==> config.mk <==
export PLATFORM = sky130hd
export DESIGN_NAME = arbiter_rr_sdp
export DESIGN_NICKNAME = d
export VERILOG_FILES = /design/src/rtl/arbiter_rr_sdp.sv
export SDC_FILE = /design/constraint.sdc
export NUM_CORES = 1
export LEC_CHECK = 0
export ABC_AREA = 1
export ABC_CLOCK_PERIOD_IN_PS = 3300
export CAP_MARGIN = 20
export CORE_AREA = 2 2 149 151
export CTS_BUF_LIST = sky130_fd_sc_hd__clkbuf_8
export CTS_CLUSTER_SIZE = 30
export DETAILED_ROUTE_END_ITERATION = 7
export DIE_AREA = 0 0 151 153
export GPL_TIMING_DRIVEN = 0
export PLACE_DENSITY = 0.79
export SETUP_SLACK_MARGIN = 0.2
export SLEW_MARGIN = 30
export SYNTH_ARGS = -nofsm -noshare
export SYNTH_HDL_FRONTEND = slang
export SYNTH_SLANG_ARGS = --single-unit
==> constraint.sdc <==
create_clock -name clk -period 3.3 [get_ports clk]
set_input_delay 0.495 -clock clk [delete_from_list [all_inputs] [get_ports clk]]
set_output_delay 0.495 -clock clk [all_outputs]
set_load 0.005 [all_outputs]
==> src/rtl/arbiter_rr_sdp.sv <==
// arbiter_rr_sdp: round-robin arbiter sharing one variable-latency single-port memory among NUM_PORTS requesters.
// Optional feature: define ARBITER_TIMEOUT_EN to abort a transaction with an err pulse after TIMEOUT busy cycles.
module arbiter_rr_sdp #(
    parameter int WIDTH     = 32,
    parameter int SIZE      = 16,
    parameter int IDX_SIZE  = 4,
    parameter int NUM_PORTS = 4,
    parameter int TIMEOUT   = 64
) (
    input  logic                          clk,
    input  logic                          reset,
    input  logic [NUM_PORTS*IDX_SIZE-1:0] addr,
    input  logic [NUM_PORTS*WIDTH-1:0]    in,
    input  logic [NUM_PORTS-1:0]          read_en,
    input  logic [NUM_PORTS-1:0]          write_en,
    output logic [NUM_PORTS*WIDTH-1:0]    out,
    output logic [NUM_PORTS-1:0]          read_done,
    output logic [NUM_PORTS-1:0]          write_done,
    output logic [NUM_PORTS-1:0]          err,
    output logic [IDX_SIZE-1:0]           mem_addr,
    output logic [WIDTH-1:0]              mem_in,
    output logic                          mem_read_en,
    output logic                          mem_write_en,
    input  logic [WIDTH-1:0]              mem_out,
    input  logic                          mem_read_done,
    input  logic                          mem_write_done
);
    localparam int PW = (NUM_PORTS > 1) ? $clog2(NUM_PORTS) : 1;

    typedef enum logic [1:0] {IDLE, BUSY, DONE} state_t;

    state_t               state, state_n;
    logic [NUM_PORTS-1:0] req;
    logic [PW-1:0]        ptr, sel;
    logic                 found, op, match, tmo, busy;
    logic [IDX_SIZE-1:0]  a_q;
    logic [WIDTH-1:0]     d_q;

    assign req   = read_en | write_en;
    assign found = |req;
    assign busy  = state == BUSY;
    assign match = op ? mem_write_done : mem_read_done;

    assign mem_addr     = busy ? a_q : '0;
    assign mem_in       = busy ? d_q : '0;
    assign mem_write_en = busy && op;
    assign mem_read_en  = busy && !op;

    // Nearest requester after ptr wins: scan farthest-first so the closest overwrites.
    always_comb begin
        sel = '0;
        for (int k = NUM_PORTS; k >= 1; k--)
            if (req[(int'(ptr) + k) % NUM_PORTS]) sel = PW'((int'(ptr) + k) % NUM_PORTS);
    end

    // Next state: grant from IDLE, leave BUSY on matching done or abort, DONE lasts one cycle.
    always_comb begin
        state_n = state == IDLE ? (found ? BUSY : IDLE) : busy ? ((match || tmo) ? DONE : BUSY) : IDLE;
    end

    // State register.
    always_ff @(posedge clk or negedge reset) begin
        if (!reset) state <= IDLE;
        else        state <= state_n;
    end

    // Grant capture, read-data hold registers and one-cycle done pulses; ptr doubles as the granted port.
    always_ff @(posedge clk or negedge reset) begin
        if (!reset) begin
            ptr        <= PW'(NUM_PORTS - 1);
            op         <= 1'b0;
            a_q        <= '0;
            d_q        <= '0;
            out        <= '0;
            read_done  <= '0;
            write_done <= '0;
        end else begin
            read_done  <= '0;
            write_done <= '0;
            if (state == IDLE && found) begin
                ptr <= sel;
                op  <= write_en[sel];
                a_q <= addr[int'(sel)*IDX_SIZE +: IDX_SIZE];
                d_q <= in[int'(sel)*WIDTH +: WIDTH];
            end
            if (busy && match) begin
                if (op) write_done[ptr] <= 1'b1;
                else begin
                    read_done[ptr]                <= 1'b1;
                    out[int'(ptr)*WIDTH +: WIDTH] <= mem_out;
                end
            end
        end
    end

`ifdef ARBITER_TIMEOUT_EN
    localparam int CW = $clog2(TIMEOUT + 1);

    logic [CW-1:0] cnt;

    assign tmo = busy && !match && cnt == CW'(TIMEOUT - 1);

    // Busy-cycle counter, held at zero while idle so it starts clean on every grant.
    always_ff @(posedge clk or negedge reset) begin
        if (!reset) begin
            cnt <= '0;
            err <= '0;
        end else begin
            err <= '0;
            cnt <= state == IDLE ? '0 : cnt + 1'b1;
            if (tmo) err[ptr] <= 1'b1;
        end
    end
`else
    assign tmo = 1'b0;
    assign err = '0;
`endif
endmodule

==> results of run 1 <==
==> flip-flops by register name, indices dropped and copies added (netlist names) <==
name and cells:
op 1, write_done 4, state 2, a_q 4, out 128, d_q 32
ptr 2, read_done 4
==> how the worst max path moves through the flow <==
stage / start / to / slack, ps
6_report: state[0] / mem_in[29] / 410
5_1_grt: state[0] / mem_in[22] / 230
4_1_cts: state[0] / mem_in[29] / 210
3_5_place_dp: write_en[3] / a_q[3] / 360
3_3_place_gp: reset / d_q[3] / -5530
2_1_floorplan: ptr[0] / d_q[11] / 1010
==> placed cells by master, fill, tap and decap left out <==
master / instances
nand2_1: 408
conb_1: 4
clkbuf_8: 18
nand4_1: 7
clkbuf_1: 58
buf_2: 24
dfstp_2: 2
inv_8: 3
clkinv_8: 2
inv_2: 4
clkbuf_2: 1
nor2_1: 51
buf_6: 6
ha_1: 5
nand3_1: 276
clkbuf_4: 2
dlygate4sd3_1: 1
inv_6: 5
clkinvlp_4: 3
inv_1: 226
buf_16: 2
bufinv_16: 1
a21oi_4: 1
o21ai_0: 131
o21a_1: 2
nor3_1: 6
dfrtp_1: 175
clkdlybuf4s50_1: 360
buf_1: 1
nand2_2: 2
buf_4: 9
diode_2: 1
a21oi_1: 1
buf_8: 1
nor2_2: 1
==> cell families (layout without fill, tap and decap cells) <==
kind of cell / count (synthesis) / after routing / share of synthesized area, %
AND/OR/NAND/NOR: 751 / 751 / 32.8
buffers and inverters: 331 / 727 / 13.9
flip-flops: 177 / 177 / 45.5
AO/OA/AOI/OAI: 135 / 135 / 7.10
adder cells (fa/ha/maj): 5 / 5 / 0.642
other: 1 / 5 / 0.0385
==> per-layer routing <==
layer | part of all wire [%] | wire, um | global-route usage [%]
met5 | 0 | 0 | 0
met1 | 39 | 13600 | 37.3
met4 | 4.0 | 1390 | 13.5
met2 | 49 | 16800 | 51.3
met3 | 8.0 | 2780 | 5.31
==> per-stage QoR <==
step           setup WS [ps]  util, %  area, um2  cells
2_1_floorplan           1010        -       9750   1403
3_3_place_gp           -5530     63.8      13700   2044
3_5_place_dp             358     64.1      13800   2046
4_1_cts                  206     66.1      14200   2079
5_1_grt                  234     66.1      14200   2080
6_report                 409     66.1      14200   2080
==> worst max-delay path: cells and delay by family (launching register included) <==
kind | cells | cell delay [ps]
buffers and inverters | 5 | 1370
DFF | 1 | 380
and+or+nand+nor | 2 | 170
==> report_power, final <==
group / internal (mW) / leakage [nW] / total, mW / switching [mW]
combinational: 3.57 / 5.14 / 8.85 / 5.29
clock: 0.655 / 0.199 / 1.56 / 0.900
sequential: 3.06 / 2.36 / 3.57 / 0.511
total: 7.28 / 7.70 / 14.0 / 6.70
==> area by class of cell <==
type | instances | area share (%)
diodes | 1 | 0.0176
clock inverters | 14 | 1.15
inverters | 230 | 6.08
well taps | 280 | 2.47
multi-input cells | 895 | 27.9
clock buffers | 18 | 1.74
repair buffers | 364 | 25.9
flip-flops and latches | 177 | 31.2
plain buffers | 101 | 3.50
==> cell usage after synthesis (all sizes together) <==
library cell / n
nor2: 52
nand4: 7
dfrtp: 175
nor3: 6
inv: 230
nand3: 276
nand2: 410
dfstp: 2
a21oi: 2
o21a: 2
buf: 42
ha: 5
conb: 1
clkbuf: 59
o21ai: 131
==> what timing repair did <==
item / 4_1_cts / 5_1_grt
hold buffers: 1 / 0
resized for setup: 0 / 5
endpoints found under the hold margin: 6 / 0
endpoints found under the setup margin: 0 / 29
==> run summary, run 1 <==
Die Footprint: 23,100 um2
I/O Buffers: 361
Slew @ Worst Pin: 628 ps
Clock Root Buffer: clkbuf_8
number of vias per cell: 5.13
CTS max path bufs: 2
initial antenna violation count: 1
DR WL/cell: 16.6 um
drc violations: 0
cells after synthesis: 1,400
FF-to-FF End: a_q[3]
# fillers: 1,939
Worst path max stage delay: 470 ps
GRT Total Usage: 30.2%
Die X: 151 um
CTS Sinks: 177
total wire length: 34,600 um
worst min path class: in2async
Post-Syn Area: 9740 um2
R2R Setup Slk: 520 ps
crit share post-route: 87.6%
CP cell instances: inv_1, nor2_1, inv_1, clkbuf_2, buf_1, nor2_1, clkdlybuf4s50_1
setup_tns: 0 ps
initial DRC count: 686
Req. time, crit path: 2800 ps
post-DP HPWL: 27,000 um
Register Area: 4430 um2
# Max-Cap Violations: 0
Starting Density: 45.3%
first-pass GRT wire length: 54,100 um
final setup fails: 0
row count: 54
maximum vdd drop: 0.551 mV
Setup Crit Path Kind: reg2out
final hold vios: 0
Synth Warn #: 0
Area Overhead vs Synth: 45.8%
PD cells: 984 nW/um2
largest area contributor in the netlist: dfrtp_1
Critical Path Source Type: register
Crit-path slowest cell: clkdlybuf4s50_1
TritonCTS clock tree: yes
setup bufs post-CTS: 0
R2R Path Start: ptr[0]
total CTS buffers: 17
critical path data arrival time: 2400 ps
DIE HEIGHT: 153 um
max_slew headroom: 57.8%
Clk pin slew, worst setup/hold paths: 100 ps
vias post-DR: 10,663
Detailed Routing Iterations Pass 1: 7
Layout Nets: 1,979
fmax: 0.346 GHz
layout cells sized above 1: 4.84%
GR Overflow Total: 0
Max Slew Vio Count: 0
I/O Pins: 366
area share of the largest cell type after synthesis: 45.0%
Synth area leaders: dfrtp_1 (45%), nand2_1 (16%), nand3_1 (14%)
largest net degree at the start of global routing: 89
Leak Pwr: 7.70 nW
Seq/Total Area, Yosys: 45.5%
clock latency on the worst-skew pair: 480 ps
status: complete, no violations
H-tree levels: 4
depth of the worst register-to-register path: 15
post-route antenna net violation count: 0
Avg Inst Size Synth: 6.96 um2
area of the multi-input gates: 3970 um2
unrepaired setup endpoints after global routing: no
Design Power: 14.0 mW
Final Wtd Congestion: 0.929
worst hold slack: 397 ps
CP endpoint kind: output pin
crit path max fanout: 10
Synth cell types: 22
vias in the first global route: 10,228
Yosys reg bits: 177
CORE AREA: 21,500 um2
Final min period: 2890 ps
Setup Skew: 16.6 ps
Note: power is estimated with default switching activity, not from simulation.
==> run 2, diff against run 1 <==
--- a/config.mk
+++ b/config.mk
@@ -15,6 +15,7 @@
 export DIE_AREA = 0 0 151 153
 export GPL_TIMING_DRIVEN = 0
 export PLACE_DENSITY = 0.79
+export RECOVER_POWER = 100
 export SETUP_SLACK_MARGIN = 0.2
 export SLEW_MARGIN = 30
 export SYNTH_ARGS = -nofsm -noshare
==> run summary, run 2 (same netlist as run 1, synthesis figures left out) <==
Die X: 151 um (unchanged)
PD cells: 962 nW/um2 (-2.2%)
Final min period: 2990 ps (+101 ps)
DR WL/cell: 16.6 um (about the same)
Setup Crit Path Kind: reg2out
most frequent cells in the layout: nand2_1 (408), nand3_1 (276), inv_1 (226), clkdlybuf4s50_1 (188), dfrtp_1 (175)
status: complete, but fails checks
pre-CTS WS: 358 ps (unchanged)
GRT Total Usage: 30.2% (unchanged)
clock latency on the worst-skew pair: 490 ps (about the same)
I/O Buffers: 361 (unchanged)
initial antenna violation count: 1 (unchanged)
Starting Density: 45.3% (unchanged)
Largest regs: out: 128 flops, d_q: 32 flops
Crit-path slowest cell: dlygate4sd3_1
vias in the first global route: 10,228 (unchanged)
final setup margin: 308 ps (-101 ps)
vias post-DR: 10,721 (+0.54%)
worst hold slack: 429 ps (+32.3 ps)
WP buf/inv: 5 (unchanged)
CP cell instances: inv_1, nor2_1, inv_1, clkbuf_2, clkbuf_1, nor2_1, dlygate4sd3_1
# Max-Cap Violations: 1 (+1)
CTS Sinks: 177 (unchanged)
Setup Skew: 16.6 ps (-0.0620 ps)
post-route antenna net violation count: 0 (unchanged)
Critical Path Source Type: register
DP Cell Count: 2,046 (unchanged)
CORE AREA: 21,500 um2 (unchanged)
final hold vios: 0 (unchanged)
CTS max path bufs: 2 (unchanged)
final setup fails: 0 (unchanged)
maximum vdd drop: 0.549 mV (-0.27%)
CP endpoint kind: output pin
unrepaired setup endpoints after global routing: no
Clk pin slew, worst setup/hold paths: 110 ps (about the same)
TritonCTS clock tree: yes
crit share post-route: 90.7% (+3.1 points)
Req. time, crit path: 2800 ps (about the same)
# fillers: 1,943 (+0.21%)
first-pass GRT wire length: 54,100 um (unchanged)
largest net degree at the start of global routing: 89 (unchanged)
fmax: 0.334 GHz (-3.4%)
Slew @ Worst Pin: 1890 ps (+1260 ps)
total CTS buffers: 17 (unchanged)
Design Power: 13.6 mW (-2.5%)
Final Wtd Congestion: 0.929 (unchanged)
post-DP HPWL: 27,000 um (unchanged)
setup bufs post-CTS: 0 (unchanged)
H-tree levels: 4 (unchanged)
Area Overhead vs Synth: 45.4%
layout cells sized above 1: 4.45% (-0.39 points)
DIE HEIGHT: 153 um (unchanged)
most common cell after layout, fill and taps aside: nand2_1
failing checks: max-capacitance violations, max-slew violations
number of vias per cell: 5.15 (+0.54%)
crit path max fanout: 10 (unchanged)
I/O Pins: 366 (unchanged)
GR Overflow Total: 0 (unchanged)
drc violations: 0 (unchanged)
worst min path class: in2async
Leak Pwr: 8.19 nW (+6.3%)
Top delay family on crit path: buffers and inverters
Detailed Routing Iterations Pass 1: 5 (-2)
Max Slew Vio Count: 84 (+84)
Die Footprint: 23,100 um2 (unchanged)
row count: 54 (unchanged)
Layout Nets: 1,979 (unchanged)
Worst path max stage delay: 620 ps (+150 ps)
total wire length: 34,600 um (about the same)
Reg with most FFs: out
max reg flops: 128 (unchanged)
max_slew headroom: -25.9% (-84 points)
initial DRC count: 662 (-3.5%)
critical path data arrival time: 2500 ps (+100 ps)
Cell Count, Final, Fillers Out: 2,080 (unchanged)
Clock Root Buffer: clkbuf_8
[run 2: cell count changes in the layout (fill, tap and decap cells not counted)]
cell | previous run | this run
clkdlybuf4s50_1 | 360 | 188
dlygate4sd3_1 | 1 | 173
clkbuf_1 | 58 | 63
buf_2 | 24 | 21
dfstp_1 | 0 | 2
dfstp_2 | 2 | 0
buf_1 | 1 | 0
buf_16 | 2 | 1
buf_8 | 1 | 0
clkbuf_2 | 1 | 2
nor2_1 | 51 | 52
nor2_2 | 1 | 0
[run 2: repair_timing]
item / CTS / global route
setup endpoints to repair: 0 / 29
hold buffers: 1 / 0
endpoints found under the hold margin: 6 / 0
gates resized for setup: 0 / 5
[run 2: routing by layer]
| metal | part of all wire (%) | track usage [%] |
|---|---|---|
| met4 | 4.0 | 13.5 |
| met3 | 8.0 | 5.31 |
| met1 | 39 | 37.3 |
| met5 | 0 | 0 |
| met2 | 49 | 51.3 |
[run 2: power breakdown]
part | switching, mW | leakage (nW) | internal (mW)
logic | 5.27 | 5.63 | 3.26
registers | 0.480 | 2.36 | 3.06
clock network | 0.905 | 0.199 | 0.655
[run 2: worst paths after layout]
| path | from | end | slack [ps] | depth (start not counted) |
|---|---|---|---|---|
| min reg2reg | a_q[2] | a_q[2] | 490 | 2 |
| min in group clk | a_q[2] | a_q[2] | 490 | 2 |
| min | reset | out[87] | 430 | 2 |
| max reg2reg | ptr[0] | a_q[3] | 400 | 15 |
| max | state[0] | mem_in[30] | 310 | 7 |
| max in group asynchronous | reset | d_q[7] | 590 | 4 |
[run 2: layout make-up]
class / instances / area (um2) / area share [%]
diodes: 1 / 2.50 / 0.0177
multi-input cells: 895 / 3960 / 28.0
well taps: 280 / 350 / 2.47
clock buffers: 18 / 248 / 1.75
flip-flops and latches: 177 / 4430 / 31.3
plain buffers: 101 / 493 / 3.48
clock inverters: 14 / 163 / 1.15
repair buffers: 364 / 3650 / 25.8
inverters: 230 / 863 / 6.09
[run 2: worst register-to-register path, stage by stage (launching register included)]
cell	delay, ps
dfstp_1	680
inv_2	170
ha_1	430
inv_2	110
nand3_1	140
nand2_1	80
inv_2	100
nand2_1	60
nand2_1	110
buf_4	210
clkbuf_2	300
nand3_1	110
nand3_1	150
nand2_1	70
nand2_1	60
nand2_1	50
[run 2: metrics by stage]
stage	util (%)	TNS, ps	area, um2
2_1_floorplan	-	0	9750
3_3_place_gp	63.8	-971530	13700
3_5_place_dp	64.1	0	13800
4_1_cts	66.1	0	14200
5_1_grt	65.9	0	14200
6_report	65.9	0	14200
==> run 3, diff against run 2 <==
--- a/config.mk
+++ b/config.mk
@@ -7,14 +7,14 @@
 export LEC_CHECK = 0
 export ABC_AREA = 1
 export ABC_CLOCK_PERIOD_IN_PS = 3300
-export CAP_MARGIN = 20
-export CORE_AREA = 2 2 149 151
+export CAP_MARGIN = 25
+export CORE_AREA = 5 5 152 154
 export CTS_BUF_LIST = sky130_fd_sc_hd__clkbuf_8
 export CTS_CLUSTER_SIZE = 30
 export DETAILED_ROUTE_END_ITERATION = 7
-export DIE_AREA = 0 0 151 153
+export DIE_AREA = 0 0 157 159
 export GPL_TIMING_DRIVEN = 0
-export PLACE_DENSITY = 0.79
+export PLACE_DENSITY = 0.83
 export RECOVER_POWER = 100
 export SETUP_SLACK_MARGIN = 0.2
 export SLEW_MARGIN = 30
==> run summary, run 3 (same netlist as run 1, synthesis figures left out) <==
Register Area: 4430 um2 (unchanged)
WL met3: 3690 um (+32%)
Slew @ Worst Pin: 2280 ps (+394 ps)
GR Overflow Total: 0 (unchanged)
largest net degree at the start of global routing: 82 (-7.9%)
Max Slew Vio Count: 45 (-46%)
Top delay family on crit path: buffers and inverters
drc violations: 0 (unchanged)
Area after DPL: 13,800 um2 (unchanged)
GRT Total Usage: 27.9% (-2.2 points)
Leak Pwr: 8.18 nW (-0.14%)
worst hold slack: 488 ps (+59.0 ps)
initial antenna violation count: 1 (unchanged)
Largest regs: out: 128 flops, d_q: 32 flops
Pint: 7.01 mW (+0.55%)
DR WL/cell: 17.2 um (+3.2%)
worst min path class: reg2reg
number of vias per cell: 5.16 (+0.20%)
clock power share: 11.3% (about the same)
Logic pwr share: 62.8% (+0.2 points)
CTS Sinks: 177 (unchanged)
Layout Nets: 1,979 (unchanged)
final instance area: 14,200 um2 (+0.21%)
fmax: 0.327 GHz (-2.2%)
CP endpoint kind: output pin
Clk pin slew, worst setup/hold paths: 90 ps (-20 ps)
post-route antenna net violation count: 0 (unchanged)
Worst path max stage delay: 620 ps (about the same)
vias post-DR: 10,742 (+0.20%)
Die X: 157 um (+4.0%)
DP Cell Count: 2,046 (unchanged)
final setup fails: 0 (unchanged)
first-pass GRT wire length: 55,400 um (+2.4%)
area of the multi-input gates: 3960 um2 (unchanged)
Area Overhead vs Synth: 45.7%
met2 WL: 17,400 um (+3.5%)
max_slew headroom: -52.2% (-26 points)
Final min period: 3060 ps (+66.6 ps)
I/O Pins: 366 (unchanged)
total CTS buffers: 17 (unchanged)
failing checks: max-capacitance violations, max-slew violations
Switching Share: 48.8% (about the same)
PD cells: 965 nW/um2 (+0.29%)
CORE AREA: 21,600 um2 (+0.31%)
Starting Density: 45.2% (-0.14 points)
final setup margin: 242 ps (-66.6 ps)
maximum vdd drop: 0.653 mV (+19%)
wl on met1: 13,100 um (-3.7%)
total wire length: 35,700 um (+3.2%)
Reg with most FFs: out
Max Used Layer: met4
Req. time, crit path: 2800 ps (about the same)
Die Footprint: 25,000 um2 (+8.1%)
Detailed Routing Iterations Pass 1: 6 (+1)
Clock Root Buffer: clkbuf_8
Setup Crit Path Kind: reg2out
most frequent cells in the layout: nand2_1 (408), nand3_1 (276), inv_1 (227), clkdlybuf4s50_1 (199), dfrtp_1 (175)
Design Power: 13.7 mW (+0.50%)
critical path data arrival time: 2560 ps (+60 ps)
Critical Path Source Type: register
final hold vios: 0 (unchanged)
crit share post-route: 92.7% (+2.0 points)
Crit-path slowest cell: dlygate4sd3_1
most common cell after layout, fill and taps aside: nand2_1
pre-CTS WS: 289 ps (-69.4 ps)
layout cells sized above 1: 4.34% (-0.11 points)
setup bufs post-CTS: 0 (unchanged)
P_sw: 6.69 mW (+0.46%)
clock latency on the worst-skew pair: 480 ps (about the same)
CTS max path bufs: 2 (unchanged)
# Max-Cap Violations: 1 (unchanged)
status: complete, but fails checks
max reg flops: 128 (unchanged)
initial DRC count: 744 (+12%)
H-tree levels: 4 (unchanged)
Final Wtd Congestion: 0.965 (+3.9%)
TritonCTS clock tree: yes
post-DP HPWL: 28,000 um (+3.7%)
unrepaired setup endpoints after global routing: yes
Setup Skew: 20.1 ps (+3.57 ps)
vias in the first global route: 10,517 (+2.8%)
WP buf/inv: 5 (unchanged)
crit path max fanout: 10 (unchanged)
Reg power frac: 25.9% (about the same)
CP cell instances: inv_1, nor2_1, inv_1, clkbuf_1, clkbuf_1, nor2_1, dlygate4sd3_1
# fillers: 1,905 (-2.0%)
row count: 54 (unchanged)
I/O Buffers: 361 (unchanged)
Cell Count, Final, Fillers Out: 2,080 (unchanged)
DIE HEIGHT: 159 um (+3.9%)
## run 3: worst paths after layout
check / start / to / slack, ps / cells after the start
max: state[0] / mem_in[12] / 240 / 7
min: d_q[23] / d_q[23] / 490 / 2
max reg2reg: ptr[1] / d_q[0] / 300 / 15
min reg2reg: d_q[23] / d_q[23] / 490 / 2
max in group asynchronous: reset / write_done[0] / 570 / 2
min in group asynchronous: reset / out[89] / 1430 / 2
## run 3: layout make-up
cell class	count	share of cell area, %
Multi-Input combinational cell	895	27.9
Sequential cell	177	31.2
Timing Repair Buffer	364	25.9
Clock inverter	14	1.15
Inverter	230	6.08
Antenna cell	1	0.0176
Buffer	101	3.47
Clock buffer	18	1.75
Tap cell	280	2.47
## run 3: what timing repair did
| item | CTS | global route |
|---|---|---|
| gates resized for setup | 0 | 6 |
| hold endpoints to repair | 44 | 0 |
| endpoints found under the setup margin | 0 | 23 |
| hold buffers | 1 | 0 |
## run 3: metrics by stage
stage                     setup TNS, ps  utilization [%]
after floorplan                       0                -
after global placement          -965190             63.6
after detailed placement              0             63.9
after CTS                             0             65.9
after global routing                  0             65.9
final                                 0             65.9
## run 3: power groups by stage
stage | Clock [mW] | Sequential (mW) | Combinational (mW)
6_report | 1.55 | 3.54 | 8.60
5_1_grt | 1.66 | 3.64 | 9.52
4_1_cts | 1.57 | 3.56 | 8.85
3_5_place_dp | 0 | 3.60 | 8.81
3_3_place_gp | 0 | 3.57 | 8.67
2_1_floorplan | 0 | 3.54 | 4.92
## run 3: worst reg2reg max path, cell delays in order, from the launching register on
cell      delay, ps
dfstp_1         650
inv_1           150
ha_1            420
inv_1           160
nand3_1         160
nand2_1          80
inv_2           100
nand2_1          60
nand2_1         130
buf_4           210
clkbuf_4        260
nand3_1         200
nand3_1         130
nand2_1          70
nand2_1          70
nand2_1          60
## run 3: routing by layer
layer	GRT usage, %	up-vias
met4	12.2	0
met5	0	-
met2	47.9	612
li1	-	5112
met1	33.4	4929
met3	6.44	89
